File: config.mk
export PLATFORM = sky130hd
export DESIGN_NAME = cla_pipe_adder_flat
export DESIGN_NICKNAME = d
export VERILOG_FILES = /design/src/rtl/cla_pipe_adder_if.sv /design/src/rtl/cla_pipe_adder.sv /design/src/flat_wrapper.sv
export SDC_FILE = /design/constraint.sdc
export NUM_CORES = 1
export LEC_CHECK = 0
export CAP_MARGIN = 25
export CORE_UTILIZATION = 40
export CTS_CLUSTER_DIAMETER = 40
export DETAILED_ROUTE_END_ITERATION = 10
export PLACE_DENSITY = 0.6
export SYNTH_ARGS = -nofsm -noshare
export SYNTH_HDL_FRONTEND = slang
export SYNTH_HIERARCHICAL = 1
export SYNTH_SLANG_ARGS = --single-unit
File: constraint.sdc
create_clock -name clk -period 3.66 [get_ports clk]
set_input_delay 0.366 -clock clk [delete_from_list [all_inputs] [get_ports clk]]
set_output_delay 0.366 -clock clk [all_outputs]
set_load 0.03 [all_outputs]
File: src/rtl/cla_pipe_adder_if.sv
// cla_pipe_adder_if: operand/result handshake bundle for cla_pipe_adder.
//   in_valid/in_ready : operand pair a, b, cin offered / accepted
//   out_valid/out_ready : result sum, cout, ovf offered / accepted
//   master : operand source and result consumer
//   slave  : the adder itself
interface cla_pipe_adder_if #(
    parameter int WIDTH = 16
);
    logic             in_valid;
    logic             in_ready;
    logic [WIDTH-1:0] a;
    logic [WIDTH-1:0] b;
    logic             cin;
    logic             out_valid;
    logic             out_ready;
    logic [WIDTH-1:0] sum;
    logic             cout;
    logic             ovf;

    modport master (
        output in_valid, a, b, cin, out_ready,
        input  in_ready, out_valid, sum, cout, ovf
    );

    modport slave (
        input  in_valid, a, b, cin, out_ready,
        output in_ready, out_valid, sum, cout, ovf
    );
endinterface

File: src/rtl/cla_pipe_adder.sv
// CLA_4: 4-bit carry-lookahead slice.
//   A, B : nibble operands      Ci : carry in
//   S    : nibble sum           Co : carry out
//   PG   : group propagate      GG : group generate
module CLA_4 (
    input  logic [3:0] A,
    input  logic [3:0] B,
    input  logic       Ci,
    output logic [3:0] S,
    output logic       Co,
    output logic       PG,
    output logic       GG
);
    logic [3:0] p;
    logic [3:0] g;
    logic [4:0] c;

    always_comb begin
        p    = A ^ B;
        g    = A & B;
        c[0] = Ci;
        c[1] = g[0] | (p[0] & Ci);
        c[2] = g[1] | (p[1] & g[0]) | (p[1] & p[0] & Ci);
        c[3] = g[2] | (p[2] & g[1]) | (p[2] & p[1] & g[0]) | (p[2] & p[1] & p[0] & Ci);
        c[4] = g[3] | (p[3] & g[2]) | (p[3] & p[2] & g[1]) | (p[3] & p[2] & p[1] & g[0])
             | (p[3] & p[2] & p[1] & p[0] & Ci);
        S    = p ^ c[3:0];
        Co   = c[4];
        PG   = &p;
        GG   = g[3] | (p[3] & g[2]) | (p[3] & p[2] & g[1]) | (p[3] & p[2] & p[1] & g[0]);
    end
endmodule

// cla_pipe_adder: pipelined WIDTH-bit adder, one CLA_4 nibble per stage,
// carry registered between stages, valid/ready handshake with global stall.
//   clk, rst : clock, asynchronous active-high reset
//   bus      : slave side of cla_pipe_adder_if (a, b, cin in; sum, cout, ovf out)
// WIDTH must be a multiple of 4 and at least 8.
module cla_pipe_adder #(
    parameter int WIDTH = 16
) (
    input  logic                 clk,
    input  logic                 rst,
    cla_pipe_adder_if.slave      bus
);
    localparam int STAGES = WIDTH / 4;

    // Stage k (k < STAGES-1) registers: operands for the remaining nibbles
    // (skew), completed sum nibbles 0..k (deskew) and the carry out of nibble k.
    // The last stage lands directly in the output registers.
    logic [STAGES-1:0] v;
    logic [WIDTH-1:0]  a_q    [STAGES-1];
    logic [WIDTH-1:0]  b_q    [STAGES-1];
    logic [WIDTH-1:0]  s_q    [STAGES-1];
    logic [WIDTH-1:0]  s_next [STAGES-1];
    logic              c_q    [STAGES-1];
    logic [WIDTH-1:0]  sum_q;
    logic              cout_q;
    logic              ovf_q;

    logic [3:0]        nib_s  [STAGES];
    logic              nib_co [STAGES];
    logic [STAGES-1:0] unused_pg;
    logic [STAGES-1:0] unused_gg;

    logic              stall;

    assign stall        = v[STAGES-1] && !bus.out_ready;
    assign bus.in_ready = !stall;

    for (genvar k = 0; k < STAGES; k++) begin : g_stage
        logic [3:0] an;
        logic [3:0] bn;
        logic       ci;

        if (k == 0) begin : g_first
            assign an = bus.a[3:0];
            assign bn = bus.b[3:0];
            assign ci = bus.cin;
        end else begin : g_rest
            assign an = a_q[k-1][4*k +: 4];
            assign bn = b_q[k-1][4*k +: 4];
            assign ci = c_q[k-1];
        end

        CLA_4 u_cla (
            .A  (an),
            .B  (bn),
            .Ci (ci),
            .S  (nib_s[k]),
            .Co (nib_co[k]),
            .PG (unused_pg[k]),
            .GG (unused_gg[k])
        );
    end

    // Deskew: each stage inherits the finished low nibbles and inserts its own.
    always_comb begin
        for (int unsigned i = 0; i < STAGES - 1; i++) begin
            s_next[i] = '0;
        end
        s_next[0][3:0] = nib_s[0];
        for (int unsigned i = 1; i < STAGES - 1; i++) begin
            s_next[i]            = s_q[i-1];
            s_next[i][4*i +: 4]  = nib_s[i];
        end
    end

    always_ff @(posedge clk or posedge rst) begin
        if (rst) begin
            v      <= '0;
            sum_q  <= '0;
            cout_q <= 1'b0;
            ovf_q  <= 1'b0;
            for (int unsigned i = 0; i < STAGES - 1; i++) begin
                a_q[i] <= '0;
                b_q[i] <= '0;
                s_q[i] <= '0;
                c_q[i] <= 1'b0;
            end
        end else if (!stall) begin
            v      <= {v[STAGES-2:0], bus.in_valid};
            a_q[0] <= bus.a;
            b_q[0] <= bus.b;
            for (int unsigned i = 1; i < STAGES - 1; i++) begin
                a_q[i] <= a_q[i-1];
                b_q[i] <= b_q[i-1];
            end
            for (int unsigned i = 0; i < STAGES - 1; i++) begin
                s_q[i] <= s_next[i];
                c_q[i] <= nib_co[i];
            end
            sum_q  <= {nib_s[STAGES-1], s_q[STAGES-2][WIDTH-5:0]};
            cout_q <= nib_co[STAGES-1];
            // Signed overflow from the operand MSBs carried in the skew registers.
            ovf_q  <= (a_q[STAGES-2][WIDTH-1] == b_q[STAGES-2][WIDTH-1]) &&
                      (nib_s[STAGES-1][3] != a_q[STAGES-2][WIDTH-1]);
        end
    end

    assign bus.out_valid = v[STAGES-1];
    assign bus.sum       = sum_q;
    assign bus.cout      = cout_q;
    assign bus.ovf       = ovf_q;
endmodule

File: src/flat_wrapper.sv
// flat-port wrapper written by rule: the top's interface ports become plain ports
module cla_pipe_adder_flat 
#(
    parameter int WIDTH = 16
)
  (clk, rst, bus_in_valid, bus_a, bus_b, bus_cin, bus_out_ready, bus_in_ready, bus_out_valid, bus_sum, bus_cout, bus_ovf);
  cla_pipe_adder_if #(.WIDTH(WIDTH)) bus_i ();
  input  logic clk;
  input  logic rst;
  input wire logic [$bits(bus_i.in_valid)-1:0] bus_in_valid;
  input wire logic [$bits(bus_i.a)-1:0] bus_a;
  input wire logic [$bits(bus_i.b)-1:0] bus_b;
  input wire logic [$bits(bus_i.cin)-1:0] bus_cin;
  input wire logic [$bits(bus_i.out_ready)-1:0] bus_out_ready;
  output wire logic [$bits(bus_i.in_ready)-1:0] bus_in_ready;
  output wire logic [$bits(bus_i.out_valid)-1:0] bus_out_valid;
  output wire logic [$bits(bus_i.sum)-1:0] bus_sum;
  output wire logic [$bits(bus_i.cout)-1:0] bus_cout;
  output wire logic [$bits(bus_i.ovf)-1:0] bus_ovf;
  assign bus_i.in_valid = bus_in_valid;
  assign bus_i.a = bus_a;
  assign bus_i.b = bus_b;
  assign bus_i.cin = bus_cin;
  assign bus_i.out_ready = bus_out_ready;
  assign bus_in_ready = bus_i.in_ready;
  assign bus_out_valid = bus_i.out_valid;
  assign bus_sum = bus_i.sum;
  assign bus_cout = bus_i.cout;
  assign bus_ovf = bus_i.ovf;
  cla_pipe_adder #(.WIDTH(WIDTH)) u_core (.clk(clk), .rst(rst), .bus(bus_i));
endmodule
==> impl_metrics.yaml <==
status:
  status: "complete, no violations"
sta:
  fin_crit_ns: 2.04
  tightest_slew_ns: 0.853
  setup_violations: 0
  slew_headroom_pct: 43.1
  fmax_mhz: 491
  finalCritPeriodShare_pct: 55.6
  fin_tns_setup_ns: 0
  fin_skew_ns: 0.0144
  hold_violations: 0
  drv_slew: 0
  rsz0062_at_grt: "false"
route:
  wl_met1_mm: 3.33
  met3_length_um: 285
  first_pass_iters: 4
  via_per_inst: 4.77
  topRoutingLayerUsed: "met4"
  drc: 0
  detail-route-antenna-nets: 0
  drtIter0Drc: 53
  wl_per_cell_um: 14.0
  wirelength_mm: 6.90
  route.met2.wl_mm: 3.20
  dr_total_vias: 2356
power_and_ir_drop:
  ir_drop_v: 0.000323
  power.leakage_nw: 2.36
  power_density_nw_per_um2: 862
critical_path:
  critPathMaxFanout: 2
  critPathArrivalTime_ns: 1.67
  cp-end-kind: "output pin"
  path_class: "in2out"
  startpoint_type: "input port"
  critPathRequiredTime_ns: 3.29
global_routing:
  grt_pass1_vias: 2580
  grt-ovfl-total: 0
  globalRouteTotalUtil_pct: 13.7
  antenna_found_initial: 0
  grt_max_degree: 61
  grt_pass1_wl_mm: 12.0
floorplan:
  die_w_um: 107
  die_h_um: 107
  num_io_pins: 57
  start_util_pct: 41.0
  dieArea_um2: 11500
  coreArea_um2: 10800
  core.rowCount: 38
finish:
  final_cell_mix: "97 x dfrtp_1, 71 x mux2_2, 56 x clkdlybuf4s50_1, 20 x mux2_4, 20 x ha_1"
  final_cell_area_um2: 5290
  antenna_cells: 0
  fill_cells: 1013
  nets: 412
  multiInputGateArea_um2: 1830
  drive_gt1_share_pct: 33.6
  syn2layout_area_growth_pct: 19.0
  final_common_cell: "dfrtp_1"
  regArea_um2: 2430
  final_util_pct: 48.8
  layout.cells.non_filler: 494
placed_design:
  port_buffers: 56
  dp.final_hpwl_mm: 4.61
  gp_congestion: 0.681
  dpl_cell_area_um2: 5090
  place_inst: 480
cts:
  htree_levels: 3
  cts_buffers: 9
  post_cts_buffers: 0
  cts_resized: 0
  postCtsHoldBufs: 0
  cts_sinks: 97
  cts_root_buffer: "clkbuf_8"
  clk_latency_ns: 0.35
  path_clk_slew_ns: 0.09
  cts_tree: "built"
  clk_path_buf_depth: 2
synth:
  yosys_warnings: 6
  syn_area_um2: 4450
  syn_nets: 352
  netlist_instances: 291
  syn_avg_cell_area_um2: 15.3
flow_run:
  maxCapViolCount: 0
min_path:
  hold_path_class: "reg2reg"
## stage by stage
stage               worst slack, ns  total power, mW  hold WS [ns]
floorplan                     0.760             3.39         0.435
global placement               1.46             3.82         0.453
detailed placement             1.41             3.88         0.454
CTS                            1.62             4.63         0.476
global route                   1.57             4.92         0.491
finish                         1.62             4.56         0.471
## metal layers
| metal | track usage (%) | vias up |
|---|---|---|
| met5 | 0 | - |
| met4 | 4.99 | 0 |
| met3 | 3.87 | 7 |
| met2 | 21.9 | 44 |
| met1 | 17.8 | 1173 |
| li1 | - | 1132 |
## state kept, by name (all words and copies together), names as in the netlist
signal and count:
u_core/s_next 12, u_core/g_stage.ci 3, u_core/b_q 24, u_core/s_q 12
u_core/a_q 24, u_core/v 4, u_core/bus.ovf 1, u_core/bus.sum 16
u_core/bus.cout 1
## path summary, 6_finish.rpt
| check | start | endpoint | slack, ns | cells past startpoint |
|---|---|---|---|---|
| worst max-delay path | bus_out_ready | bus_in_ready | 1.62 | 4 |
| worst min-delay path | u_core/v[2] | u_core/v[3] | 0.47 | 1 |
| worst max register to register | u_core/a_q[14] | u_core/bus.ovf | 1.76 | 6 |
| worst min register to register | u_core/v[2] | u_core/v[3] | 0.47 | 1 |
| max in group asynchronous | rst | u_core/a_q[27] | 2.38 | 3 |
| min in group asynchronous | rst | u_core/bus.sum[9] | 0.49 | 2 |
## where the power goes
part / internal [mW] / switching [mW] / total (mW) / leakage (nW)
clock network: 0.379 / 0.340 / 0.719 / 0.0955
registers: 1.54 / 0.264 / 1.81 / 1.13
logic: 1.15 / 0.888 / 2.03 / 1.13
## cell type report
class,count,share of cell area (%)
timing repair buffer,60,11.2
inverter,18,1.32
multi-input combinational,165,34.6
sequential,97,45.9
tap,140,3.31
clock inverter,3,1.28
clock buffer,11,2.48
## critical path: stages
cell             delay (ns)
clkdlybuf4s50_1        0.53
nor2b_4                0.06
inv_2                  0.06
clkdlybuf4s50_1        0.66
No activity file was read; power rests on OpenSTA's default activity.
